File: src/rtl/core_pkg.sv
// Shared core definitions: writeback source encoding, load funct3 codes and
// datapath width defaults used by the MEM/WB stage and its helpers.
package core_pkg;

    localparam int DATA_W_DEFAULT     = 32;
    localparam int REG_ADDR_W_DEFAULT = 5;

    typedef enum logic [1:0] {
        WB_ALU  = 2'd0,
        WB_LOAD = 2'd1,
        WB_LINK = 2'd2
    } wb_sel_e;

    localparam logic [2:0] F3_LB  = 3'd0;
    localparam logic [2:0] F3_LH  = 3'd1;
    localparam logic [2:0] F3_LW  = 3'd2;
    localparam logic [2:0] F3_LD  = 3'd3;
    localparam logic [2:0] F3_LBU = 3'd4;
    localparam logic [2:0] F3_LHU = 3'd5;
    localparam logic [2:0] F3_LWU = 3'd6;

endpackage

File: src/rtl/load_align.sv
// Load data alignment: picks the byte/half/word lane addressed by addr_lo
// from the raw memory word and sign- or zero-extends it to DATA_W.
module load_align
    import core_pkg::*;
#(
    parameter int DATA_W = DATA_W_DEFAULT
) (
    input  logic [DATA_W-1:0] ram_data,
    input  logic [2:0]        addr_lo,
    input  logic [2:0]        funct3,
    output logic [DATA_W-1:0] data
);

    logic [2:0]        off_b;
    logic [2:0]        off_h;
    logic [2:0]        off_w;
    logic [DATA_W-1:0] shift_b;
    logic [DATA_W-1:0] shift_h;
    logic [DATA_W-1:0] shift_w;
    logic [7:0]        lane_b;
    logic [15:0]       lane_h;
    logic [31:0]       lane_w;

    // Byte offsets per lane size; bit 2 only matters on a 64-bit datapath.
    assign off_b = (DATA_W == 64) ? addr_lo : {1'b0, addr_lo[1:0]};
    assign off_h = (DATA_W == 64) ? {addr_lo[2:1], 1'b0} : {1'b0, addr_lo[1], 1'b0};
    assign off_w = (DATA_W == 64) ? {addr_lo[2], 2'b00} : 3'b000;

    assign shift_b = ram_data >> {off_b, 3'b000};
    assign shift_h = ram_data >> {off_h, 3'b000};
    assign shift_w = ram_data >> {off_w, 3'b000};

    assign lane_b = shift_b[7:0];
    assign lane_h = shift_h[15:0];
    assign lane_w = shift_w[31:0];

    always_comb begin
        data = ram_data;
        case (funct3)
            F3_LB:   data = DATA_W'($signed(lane_b));
            F3_LH:   data = DATA_W'($signed(lane_h));
            F3_LW:   data = DATA_W'($signed(lane_w));
            F3_LBU:  data = DATA_W'(lane_b);
            F3_LHU:  data = DATA_W'(lane_h);
            F3_LWU:  data = DATA_W'(lane_w);
            default: data = ram_data;
        endcase
    end

endmodule

File: src/rtl/mem_wb_stage.sv
// MEM->WB pipeline register: selects the writeback value, suppresses x0
// writes, supports stall/flush and counts retired instructions.
module mem_wb_stage
    import core_pkg::*;
#(
    parameter int DATA_W     = DATA_W_DEFAULT,
    parameter int REG_ADDR_W = REG_ADDR_W_DEFAULT,
    parameter int CNT_W      = 64
) (
    input  logic                  clk,
    input  logic                  rst_n,
    input  logic                  stall,
    input  logic                  flush,
    input  logic                  valid_in,
    input  logic [1:0]            wb_sel_in,
    input  logic [2:0]            load_funct3_in,
    input  logic [2:0]            addr_lo_in,
    input  logic [DATA_W-1:0]     alu_data_in,
    input  logic [DATA_W-1:0]     ram_data_in,
    input  logic [DATA_W-1:0]     pc_plus4_in,
    input  logic                  write_enable_in,
    input  logic [REG_ADDR_W-1:0] wb_addr_in,
    output logic                  write_enable_out,
    output logic [REG_ADDR_W-1:0] wb_addr_out,
    output logic [DATA_W-1:0]     wb_data_out,
    output logic                  valid_out,
    output logic                  fwd_valid_out,
    output logic [CNT_W-1:0]      retired_count_out
);

    logic [DATA_W-1:0] load_data;
    logic [DATA_W-1:0] wb_data_next;
    logic              we_next;

    load_align #(.DATA_W(DATA_W)) u_load_align (
        .ram_data (ram_data_in),
        .addr_lo  (addr_lo_in),
        .funct3   (load_funct3_in),
        .data     (load_data)
    );

    // The reserved encoding (3) falls through to the ALU result.
    always_comb begin
        wb_data_next = alu_data_in;
        case (wb_sel_in)
            WB_LOAD: wb_data_next = load_data;
            WB_LINK: wb_data_next = pc_plus4_in;
            default: wb_data_next = alu_data_in;
        endcase
    end

    assign we_next = write_enable_in & valid_in & (wb_addr_in != '0);

    always_ff @(posedge clk) begin
        if (!rst_n) begin
            write_enable_out  <= 1'b0;
            wb_addr_out       <= '0;
            wb_data_out       <= '0;
            valid_out         <= 1'b0;
            retired_count_out <= '0;
        end else if (flush) begin
            write_enable_out  <= 1'b0;
            wb_addr_out       <= '0;
            wb_data_out       <= '0;
            valid_out         <= 1'b0;
        end else if (!stall) begin
            write_enable_out  <= we_next;
            wb_addr_out       <= wb_addr_in;
            wb_data_out       <= wb_data_next;
            valid_out         <= valid_in;
            if (valid_in) begin
                retired_count_out <= retired_count_out + CNT_W'(1);
            end
        end
    end

    assign fwd_valid_out = write_enable_out;

endmodule

File: config.mk
export PLATFORM = sky130hd
export DESIGN_NAME = mem_wb_stage
export DESIGN_NICKNAME = d
export VERILOG_FILES = /design/src/rtl/core_pkg.sv /design/src/rtl/load_align.sv /design/src/rtl/mem_wb_stage.sv
export SDC_FILE = /design/constraint.sdc
export NUM_CORES = 1
export LEC_CHECK = 0
export CAP_MARGIN = 20
export CORE_MARGIN = 2
export CORE_UTILIZATION = 47
export CTS_BUF_LIST = sky130_fd_sc_hd__clkbuf_8 sky130_fd_sc_hd__clkbuf_16
export DETAILED_ROUTE_END_ITERATION = 16
export PLACE_DENSITY_LB_ADDON = 0.05
export SKIP_CTS_REPAIR_TIMING = 1
export SYNTH_ARGS = -nofsm -noshare
export SYNTH_HDL_FRONTEND = slang
export SYNTH_SLANG_ARGS = --single-unit
File: constraint.sdc
create_clock -name clk -period 6.8 [get_ports clk]
set_clock_uncertainty 0.2 [all_clocks]
set_input_delay 1.36 -clock clk [delete_from_list [all_inputs] [get_ports clk]]
set_output_delay 1.36 -clock clk [all_outputs]
set_load 0.1 [all_outputs]
# Yosys cells after proc, flatten, opt, wreduce, memory -nomap -nowiden
# Cells that the tools add are included.
[op_classes]
add_sub_neg = 1
eq_ne = 5
n_shift = 2
muxes = 2
bitwise_logic = 5
reduce_logical = 4
[op_table]
columns = ["cell", "n"]
rows = [
  ["one-hot mux 32 bit (4 select lines)", 1],
  ["adder 64 x 1 -> 64 bit (second input constant)", 1],
  ["one-hot mux 32 bit (2 select lines)", 1],
  ["right shift 32 x 5 -> 16 bit", 1],
  ["right shift 32 x 5 -> 8 bit", 1],
  ["equality test 3 bit (second input constant)", 2],
  ["nonzero test 5 bit", 1],
  ["equality test 3 x 1 -> 1 bit (second input constant)", 1],
  ["zero test 3 bit", 1],
  ["NOT 1 bit", 3],
  ["AND reduction 3 bit", 1],
  ["bitwise AND 1 bit", 2],
  ["equality test 2 x 1 -> 1 bit (second input constant)", 1],
  ["equality test 2 bit (second input constant)", 1],
  ["OR reduction 2 bit", 1],
]
[word_totals]
reg_bits = 103
input_bits = 115
output_inout_bits = 104
elab_cells = 24

# Depth between registers and ports, before layout
# Gate-level depths: netlist (run 1).
[logic_depth]
depth_word = 3
depth_mapped = 8
depth_no_buf = 6

# Modules after synthesis
# A second synthesis (run 1) with hierarchy kept.
[hier_totals]
cells_unflattened = 732
area_unflattened_um2 = 5760.5
[by_module_without_submodules]
columns = ["module", "instances", "cells_per_inst", "area_each_um2", "seq_area_each_um2"]
rows = [
  ["mem_wb_stage", 1, 610, 4941.0, 2062.0],
  ["load_align", 1, 122, 819.5, 0.0],
]

# Worst setup path before layout (run 1)
# Ideal clock, no wire load.
[synth_path]
kind = "input port to flip-flop"
startpoint = "input port addr_lo_in[1]"
endpoint = "register wb_data_out[22]"
setup_time_ns = 0.134
arrival_time_ns = 2.909
t_required_ns = 6.466
slack_ns = 3.557
cell_stages = 7
n_path_buf = 2
path_cell_list = "buf_2 mux2_2 a22o_1 a22o_1 a31oi_2 buf_4 a211oi_1"
[synth_between]
elab_chain_len = 3
elab_cells_between_ends = 4
cone_classes = "shift: 2; mux: 2"
[synth_lines]
columns = ["element", "line", "text"]
rows = [
  ["from (decl)", "mem_wb_stage.sv:17", "input logic [2:0] addr_lo_in,"],
  ["right shift 32 x 5 -> 16 bit / right shift 32 x 5 -> 8 bit (equally long branches)", "load_align.sv:30, load_align.sv:29", ""],
  ["one-hot mux 32 bit (4 select lines) *", "load_align.sv:39", "case (funct3)"],
  ["one-hot mux 32 bit (2 select lines) *", "mem_wb_stage.sv:45", "case (wb_sel_in)"],
  ["to (signal assigned)", "mem_wb_stage.sv:69", "wb_data_out <= wb_data_next;"],
  ["to (decl)", "mem_wb_stage.sv:25", "output logic [DATA_W-1:0] wb_data_out,"],
]
# Mark *: on every way between the ends. The rest lies on a longest branch, timed or not.
# A chain may end at the register's enable or synchronous reset.

==> results of run 1 <==
report_power, final:
| group | total [W] | switching (W) | internal (W) |
|---|---|---|---|
| registers | 0.000621 | 0.00000696 | 0.000614 |
| logic | 0.000283 | 0.000170 | 0.000114 |
| clock network | 0.000530 | 0.000228 | 0.000302 |
cell usage after synthesis, types with 2 or more instances:
| cell type | count |
|---|---|
| sky130_fd_sc_hd__a211oi_1 | 21 |
| sky130_fd_sc_hd__a21oi_1 | 39 |
| sky130_fd_sc_hd__a221oi_1 | 3 |
| sky130_fd_sc_hd__a22o_1 | 2 |
| sky130_fd_sc_hd__a22oi_1 | 22 |
| sky130_fd_sc_hd__a32o_1 | 7 |
| sky130_fd_sc_hd__and2_1 | 6 |
| sky130_fd_sc_hd__and3_1 | 15 |
| sky130_fd_sc_hd__and4_1 | 6 |
| sky130_fd_sc_hd__buf_2 | 6 |
| sky130_fd_sc_hd__buf_4 | 2 |
| sky130_fd_sc_hd__clkbuf_1 | 37 |
| sky130_fd_sc_hd__clkinv_1 | 2 |
| sky130_fd_sc_hd__dfxtp_1 | 103 |
| sky130_fd_sc_hd__ha_1 | 3 |
| sky130_fd_sc_hd__inv_1 | 9 |
| sky130_fd_sc_hd__mux2_2 | 8 |
| sky130_fd_sc_hd__mux2i_1 | 9 |
| sky130_fd_sc_hd__nand2_1 | 44 |
| sky130_fd_sc_hd__nand2b_1 | 14 |
| sky130_fd_sc_hd__nand3_1 | 19 |
| sky130_fd_sc_hd__nand4_1 | 29 |
| sky130_fd_sc_hd__nand4_2 | 2 |
| sky130_fd_sc_hd__nor2_1 | 55 |
| sky130_fd_sc_hd__nor2b_1 | 6 |
| sky130_fd_sc_hd__nor3_1 | 13 |
| sky130_fd_sc_hd__nor4_1 | 6 |
| sky130_fd_sc_hd__nor4_4 | 2 |
| sky130_fd_sc_hd__o211ai_1 | 6 |
| sky130_fd_sc_hd__o21a_1 | 2 |
| sky130_fd_sc_hd__o21ai_0 | 20 |
| sky130_fd_sc_hd__o21bai_1 | 2 |
| sky130_fd_sc_hd__o221ai_1 | 5 |
| sky130_fd_sc_hd__o22ai_1 | 32 |
| sky130_fd_sc_hd__o311ai_0 | 2 |
| sky130_fd_sc_hd__o31ai_1 | 9 |
| sky130_fd_sc_hd__o41ai_1 | 3 |
| sky130_fd_sc_hd__or3_1 | 8 |
| sky130_fd_sc_hd__or4_1 | 10 |
| sky130_fd_sc_hd__xnor2_1 | 12 |
| sky130_fd_sc_hd__xor2_1 | 24 |
logic make-up (layout without fill, tap and decap cells):
group | count (synthesis) | in the layout | synth area share
and+or+nand+nor | 241 | 241 | 0.246
buffers and inverters | 58 | 247 | 0.0446
AOI/OAI and AO/OA | 179 | 179 | 0.223
DFF | 103 | 103 | 0.383
muxes | 18 | 18 | 0.0377
xor gates and xnor gates | 36 | 36 | 0.0586
adders and majority gates | 3 | 3 | 0.00698
per-layer routing:
| layer | vias up | share of wire | GRT usage |
|---|---|---|---|
| li1 | 2770 | - | - |
| met1 | 2792 | 0.39 | 0.317 |
| met2 | 231 | 0.50 | 0.497 |
| met3 | 33 | 0.077 | 0.0809 |
| met4 | 0 | 0.033 | 0.121 |
| met5 | - | 0 | 0 |
flip-flops by register name, summed over array words and instances (netlist names):
name               cells
retired_count_out     64
wb_data_out           32
wb_addr_out            5
fwd_valid_out          1
valid_out              1
metrics by stage:
stage               hold slack, ps  total power [W]  utilization
finish                         278          0.00143        0.698
global route                   289          0.00148        0.698
CTS                            280          0.00144        0.698
detailed placement             263         0.000915        0.671
global placement               259         0.000912        0.671
floorplan                      697         0.000799            -
final cells by class:
class                           instances  area share
Sequential cell                       103       0.262
Inverter                               11     0.00525
Timing Repair Buffer                  221       0.280
Tap cell                              143      0.0227
Clock inverter                          4     0.00588
Multi-Input combinational cell        477       0.392
Clock buffer                           11      0.0321
how the worst max path moves through the flow:
stage | startpoint | endpoint | slack, ps | depth (start not counted)
after floorplan | addr_lo_in[1] | wb_data_out[22]$_SDFFE_PP0N_ | 3560 | 7
final | stall | wb_data_out[22]$_SDFFE_PP0N_ | 2170 | 5
after detailed placement | stall | wb_data_out[26]$_SDFFE_PP0N_ | 1890 | 5
after CTS | stall | wb_data_out[22]$_SDFFE_PP0N_ | 2240 | 5
after global placement | stall | wb_data_out[22]$_SDFFE_PP0N_ | 2020 | 5
after global routing | stall | wb_data_out[22]$_SDFFE_PP0N_ | 2010 | 5
tightest hold or removal path, delay by kind of cell, from the launching register on:
kind	cells	cell delay [ps]
AO/OA/AOI/OAI	1	60
flip-flops	1	320
AND/OR/NAND/NOR	1	60
==> summary.txt, run 1 <==
Timing
  • Sum of negative setup slack: 0 ps
  • Final critical path time including I/O delays and setup: 4630 ps
  • Slew at the pin closest to its max-slew limit: between 1000 and 1500 ps
  • Relative max-transition margin: 0.296
  • Final Max Tran Viols: 0
  • Setup repair after global routing missed its margin: false
  • Crit share post-route: 0.681
  • Final setup violation count: 0
  • Peak clock frequency supported by timing: 0.216 GHz
  • Final hold violation count: 0
  • Final worst setup slack: roughly 2200 ps

Worst setup path
  • Cell family with most CP delay: buffers and inverters
  • Data required time of the critical path: 6850 ps
  • Worst endpoint data arrival time: 4680 ps
  • Classification of the worst setup path: in2reg
  • Cell type of the slowest stage on the worst timing path: sky130_fd_sc_hd__nand2_1
  • Critical Path, Cell by Cell: clkdlybuf4s50_1, clkinv_1, nand2_1, o22ai_1, a211oi_1
  • Largest stage delay on the critical path: about 1000 ps
  • Endpoint of the lowest-slack register-to-register path: retired_count_out[57]$_SDFFE_PN0P_
  • FF-to-FF setup slack: 3710 ps
  • CP Capture Type: register
  • Startpoint of the lowest-slack register-to-register path: retired_count_out[5]$_SDFFE_PN0P_
  • Startpoint type of the worst setup path: input pin
  • Max FO, Critical Path: 26
  • Number of buffer and inverter instances along the worst setup path: 2
  • Number of cells traversed by the worst register-to-register path: 5

Worst hold path
  • Min-Delay Path Class: reg2reg
  • Hold path startpoint: valid_out$_SDFFE_PP0N_
  • WHS Path Cells: 2
  • Endpoint of the worst hold-timing path: valid_out$_SDFFE_PP0N_

Finish
  • Layout overhead on the synthesized area: 46.2%
  • Final Net Count: 941
  • Fillcell total: 890
  • Layout cell share with drive strength beyond 1: 0.0447
  • Sequential cell area in the final layout: slightly above 0.002 mm2
  • Commonest non-fill, non-tap cell in the layout: sky130_fd_sc_hd__clkdlybuf4s50_1
  • Layout Cells excl Fill: 970
  • Final antenna diode count: 0
  • Final cell area excluding filler cells: 0.00787 mm2
  • Highest-count cells in the layout ignoring fill and taps: sky130_fd_sc_hd__clkdlybuf4s50_1 (217), sky130_fd_sc_hd__dfxtp_1 (103), sky130_fd_sc_hd__nor2_1 (55)
  • Multi-input combinational cell area: 0.00308 mm2

Place
  • Quantity of I/O buffers inserted on ports: 217
  • Post-Place Setup Slack: 1890 ps
  • Placed instance area: 0.00757 mm2
  • Weighted congestion reported at the end of routability-driven placement: 0.922
  • Total placed cells including tap cells: 955
  • Post-DP HPWL: 13300 um

Flow run
  • Maxcap violations: 0

Yosys
  • Yosys top cell by area: sky130_fd_sc_hd__dfxtp_1
  • Average size of a mapped cell: 8.43 um2
  • EDFF count, synth: 0
  • Number of synthesized register bits: 103
  • Top-area cell type share of the netlist area: 0.383
  • Synth Instances: between 600 and 700
  • Seq/Total Area, Yosys: 0.383
  • Cell area after synthesis: 0.00538 mm2
  • Fraction of registers with async set or reset after synthesis: 0
  • Most used DFF post-synth: sky130_fd_sc_hd__dfxtp_1
  • Number of distinct library cells after synthesis: 54
  • Yosys warnings: 0
  • Synthesized netlist net count: 756
  • Cell types occupying the most area after synthesis: sky130_fd_sc_hd__dfxtp_1 (38%), sky130_fd_sc_hd__xor2_1 (3.9%), sky130_fd_sc_hd__nor2_1 (3.8%), sky130_fd_sc_hd__o22ai_1 (3.7%), sky130_fd_sc_hd__a21oi_1 (3.6%)

Clock tree
  • TritonCTS clock tree: yes
  • TritonCTS Buffers: 9
  • Number of H-tree branching levels: 3
  • Clock network latency to the later pin of the worst-skew pair: 350 ps
  • Clock sink count: 103
  • Number of buffers on the longest clock path: 2
  • Root Buffer: sky130_fd_sc_hd__clkbuf_16
  • Clk slew on worst S/H paths: 60 ps

Routing
  • First-pass DRT Iterations: 5
  • WL final: 18000 um
  • Vias: 5826
  • Drt first-iter violations: approximately 400
  • Drc violations: 0
  • Detailed-route vias per instance: ~6.0
  • Avg WL per Cell: 18.6 um
  • Post-route ant nets: 0

Floorplan
  • Initial Util: 0.477
  • Rows: 39
  • Horiz. Die Dim: 111 um
  • Core box area: 0.0113 mm2
  • I/O Pins: 219
  • Vertical die dimension: 111 um
  • DIE AREA: 0.0123 mm2

Pwr
  • Static power due to leakage: 2.69 nW
  • Total power divided by cell area: 182 mW/mm2
  • Peak supply drop: approximately 0.00016 V

Global routing
  • Initial antenna violation count: 0
  • Largest net degree at the start of global routing: 39
  • Remaining Overflow, GRT: 0
  • Total global-route track usage: 0.282
  • Wire length of the first global-routing pass: about 28000 um
  • Number of global-route vias before repair: 5616

Outcome
  • Run status: completed
Power figures use the tool's default switching activity.
==> inputs of run 2 (changes only) <==
--- a/config.mk
+++ b/config.mk
@@ -7,7 +7,7 @@
 export LEC_CHECK = 0
 export CAP_MARGIN = 20
 export CORE_MARGIN = 2
-export CORE_UTILIZATION = 47
+export CORE_UTILIZATION = 39
 export CTS_BUF_LIST = sky130_fd_sc_hd__clkbuf_8 sky130_fd_sc_hd__clkbuf_16
 export DETAILED_ROUTE_END_ITERATION = 16
 export PLACE_DENSITY_LB_ADDON = 0.05
==> constraint.sdc (replaced) <==
create_clock -name clk -period 3.9 [get_ports clk]
set_clock_uncertainty 0.2 [all_clocks]
set_input_delay 0.78 -clock clk [delete_from_list [all_inputs] [get_ports clk]]
set_output_delay 0.78 -clock clk [all_outputs]
set_load 0.1 [all_outputs]
==> run 2 against run 1 <==
Sequential cell count did not move. Wire length rose by 5.2%. Utilization fell by 9.9 points. Non-clock buffer count rose by 14. Combinational power rose by 81%. Critical path depth fell by 4. Via count rose by 0.46%. First-iteration DRC count rose by 26%. Final cell count rose by 4.9%. Worst setup slack got worse by 1300 ps. Register-to-register slack got worse by 2500 ps. Critical path type is now reg2out. Critical endpoint is now retired_count_out[21]. Largest power group unchanged.
==> summary.txt, run 2 (same netlist as run 1, synthesis figures left out) <==
Pwr
  • Peak supply drop: 0.000169 V (was 0.000164 V)
  • Total power divided by cell area: 306 mW/mm2 (was 182 mW/mm2)
  • Static power due to leakage: 2.75 nW (was 2.69 nW)

Place
  • Quantity of I/O buffers inserted on ports: 217 (unchanged)
  • Weighted congestion reported at the end of routability-driven placement: 0.917 (was 0.922)
  • Post-DP HPWL: 14500 um (was 13300 um)

Clock tree
  • Clock sink count: 103 (unchanged)
  • Root Buffer: sky130_fd_sc_hd__clkbuf_16 (unchanged)
  • TritonCTS clock tree: yes (unchanged)
  • Clock network latency to the later pin of the worst-skew pair: 350 ps (about the same)
  • Clk slew on worst S/H paths: 70 ps (was 60 ps)
  • TritonCTS Buffers: 9 (unchanged)
  • Number of buffers on the longest clock path: 2 (unchanged)
  • Number of H-tree branching levels: 3 (unchanged)

Routing
  • WL final: 19000 um (was 18000 um)
  • Avg WL per Cell: 18.6 um (about the same)
  • Drc violations: 0 (unchanged)
  • Drt first-iter violations: 495 (was 392)
  • Detailed-route vias per instance: 5.75 (was 6.01)
  • Post-route ant nets: 0 (unchanged)
  • First-pass DRT Iterations: 5 (unchanged)
  • Vias: 5853 (was 5826)

Worst setup path
  • Critical Path, Cell by Cell: clkdlybuf4s50_1 (was clkdlybuf4s50_1, clkinv_1, nand2_1, o22ai_1, a211oi_1)
  • Largest stage delay on the critical path: 1190 ps (was 1030 ps)
  • CP Capture Type: primary output (was register)
  • Cell family with most CP delay: buffers and inverters (unchanged)
  • Max FO, Critical Path: 7 (was 26)
  • Cell type of the slowest stage on the worst timing path: sky130_fd_sc_hd__clkdlybuf4s50_1 (was sky130_fd_sc_hd__nand2_1)
  • Number of buffer and inverter instances along the worst setup path: 1 (was 2)
  • Startpoint type of the worst setup path: register (was input pin)
  • Worst endpoint data arrival time: 2010 ps (was 4680 ps)
  • Data required time of the critical path: 2920 ps (was 6850 ps)
  • Classification of the worst setup path: reg2out (was in2reg)

Timing
  • Final critical path time including I/O delays and setup: 2990 ps
  • Final Max Tran Viols: 0 (unchanged)
  • Final setup violation count: 0 (unchanged)
  • Crit share post-route: 0.767
  • Final hold violation count: 0 (unchanged)
  • Setup repair after global routing missed its margin: false (unchanged)
  • Peak clock frequency supported by timing: 0.334 GHz
  • Fin Hold WS: 271 ps (was 278 ps)
  • Slew at the pin closest to its max-slew limit: 1050 ps (about the same)
  • Relative max-transition margin: 0.297 (was 0.296)
  • Sum of negative setup slack: 0 ps (unchanged)

Global routing
  • Remaining Overflow, GRT: 0 (unchanged)
  • Initial antenna violation count: 1 (was 0)
  • Total global-route track usage: 0.260 (was 0.282)
  • Largest net degree at the start of global routing: 35 (was 39)
  • Wire length of the first global-routing pass: 30100 um (was 28000 um)
  • Number of global-route vias before repair: 5644 (was 5616)

Finish
  • Commonest non-fill, non-tap cell in the layout: sky130_fd_sc_hd__clkdlybuf4s50_1 (unchanged)
  • Register containing the most flip-flops in the final layout: retired_count_out (unchanged)
  • Number of flip-flops in the largest register: 64 (unchanged)
  • Layout overhead on the synthesized area: 48.5% (was 46.2%)
  • Fillcell total: 1195 (was 890)
  • Layout cell share with drive strength beyond 1: 0.0606 (was 0.0447)
  • Utilization after layout: 0.599 (was 0.698)
  • Final Net Count: 955 (was 941)
  • Highest-count cells in the layout ignoring fill and taps: sky130_fd_sc_hd__clkdlybuf4s50_1 (217), sky130_fd_sc_hd__dfxtp_1 (103), sky130_fd_sc_hd__nor2_1 (55) (unchanged)
  • Largest registers in the final layout: retired_count_out (64), wb_data_out (32), wb_addr_out (5) (unchanged)

Worst hold path
  • Min-Delay Path Class: reg2reg (unchanged)

Flow run
  • Maxcap violations: 0 (unchanged)

Floorplan
  • Initial Util: 0.403 (was 0.477)
  • DIE AREA: 0.0148 mm2 (was 0.0123 mm2)
  • Horiz. Die Dim: 121 um (was 111 um)
  • Rows: 42 (was 39)
  • I/O Pins: 219 (unchanged)
  • Vertical die dimension: 121 um (was 111 um)
  • Core box area: 0.0133 mm2 (was 0.0113 mm2)

Outcome
  • Run status: completed (unchanged)
## run 2: cell count changes in the layout (fill, tap and decap cells not counted)
cell and change:
sky130_fd_sc_hd__clkinv_4 +1, sky130_fd_sc_hd__inv_6 +1, sky130_fd_sc_hd__bufinv_16 -1, sky130_fd_sc_hd__buf_4 +14
sky130_fd_sc_hd__diode_2 +1, sky130_fd_sc_hd__clkbuf_8 -1
## run 2: per-stage QoR
stage | setup WS [ps] | cell area (um2) | cells | total power (W)
5_1_grt | 848 | 7990 | 1018 | 0.00254
3_3_place_gp | 623 | 7710 | 1002 | 0.00161
6_report | 908 | 7990 | 1018 | 0.00244
4_1_cts | 896 | 7990 | 1017 | 0.00246
3_5_place_dp | 582 | 7710 | 1002 | 0.00161
2_1_floorplan | 973 | 5380 | 638 | 0.00139
## run 2: routing by layer
| metal | global-route usage | wire [um] | vias to the layer above |
|---|---|---|---|
| li1 | - | - | 2799 |
| met1 | 0.328 | 8150 | 2800 |
| met2 | 0.439 | 9180 | 223 |
| met3 | 0.0592 | 1260 | 31 |
| met4 | 0.0819 | 384 | 0 |
| met5 | 0 | 0 | - |
## run 2: final cells by class
class	count	area, um2	share of cell area
well taps	176	220	0.0276
inverters	11	41.3	0.00517
multi-input cells	477	3080	0.386
clock inverters	5	33.8	0.00423
repair buffers	235	2310	0.289
flip-flops and latches	103	2060	0.258
clock buffers	10	239	0.0299
diodes	1	2.50	0.000313
## run 2: worst reg2reg max path, stage by stage (launching register included)
cell and delay, ps:
sky130_fd_sc_hd__dfxtp_1 430, sky130_fd_sc_hd__and4_1 330, sky130_fd_sc_hd__and4_1 210, sky130_fd_sc_hd__buf_4 240, sky130_fd_sc_hd__nand4_2 450, sky130_fd_sc_hd__or4_1 640, sky130_fd_sc_hd__a21oi_1 150
## run 2: final timing paths
path                                      start                                  to  slack [ps]  cells past startpoint
max          retired_count_out[21]$_SDFFE_PN0P_               retired_count_out[21]         910                      1
min                      valid_out$_SDFFE_PP0N_              valid_out$_SDFFE_PP0N_         270                      2
max reg2reg   retired_count_out[5]$_SDFFE_PN0P_  retired_count_out[51]$_SDFFE_PN0P_        1180                      6
min reg2reg              valid_out$_SDFFE_PP0N_              valid_out$_SDFFE_PP0N_         270                      2
## run 2: power by group
part | total [W] | internal [W] | leakage (nW) | switching (W)
clock | 0.000851 | 0.000447 | 0.136 | 0.000403
combinational | 0.000511 | 0.000207 | 1.78 | 0.000304
sequential | 0.00108 | 0.00107 | 0.834 | 0.0000114
total | 0.00244 | 0.00172 | 2.75 | 0.000719
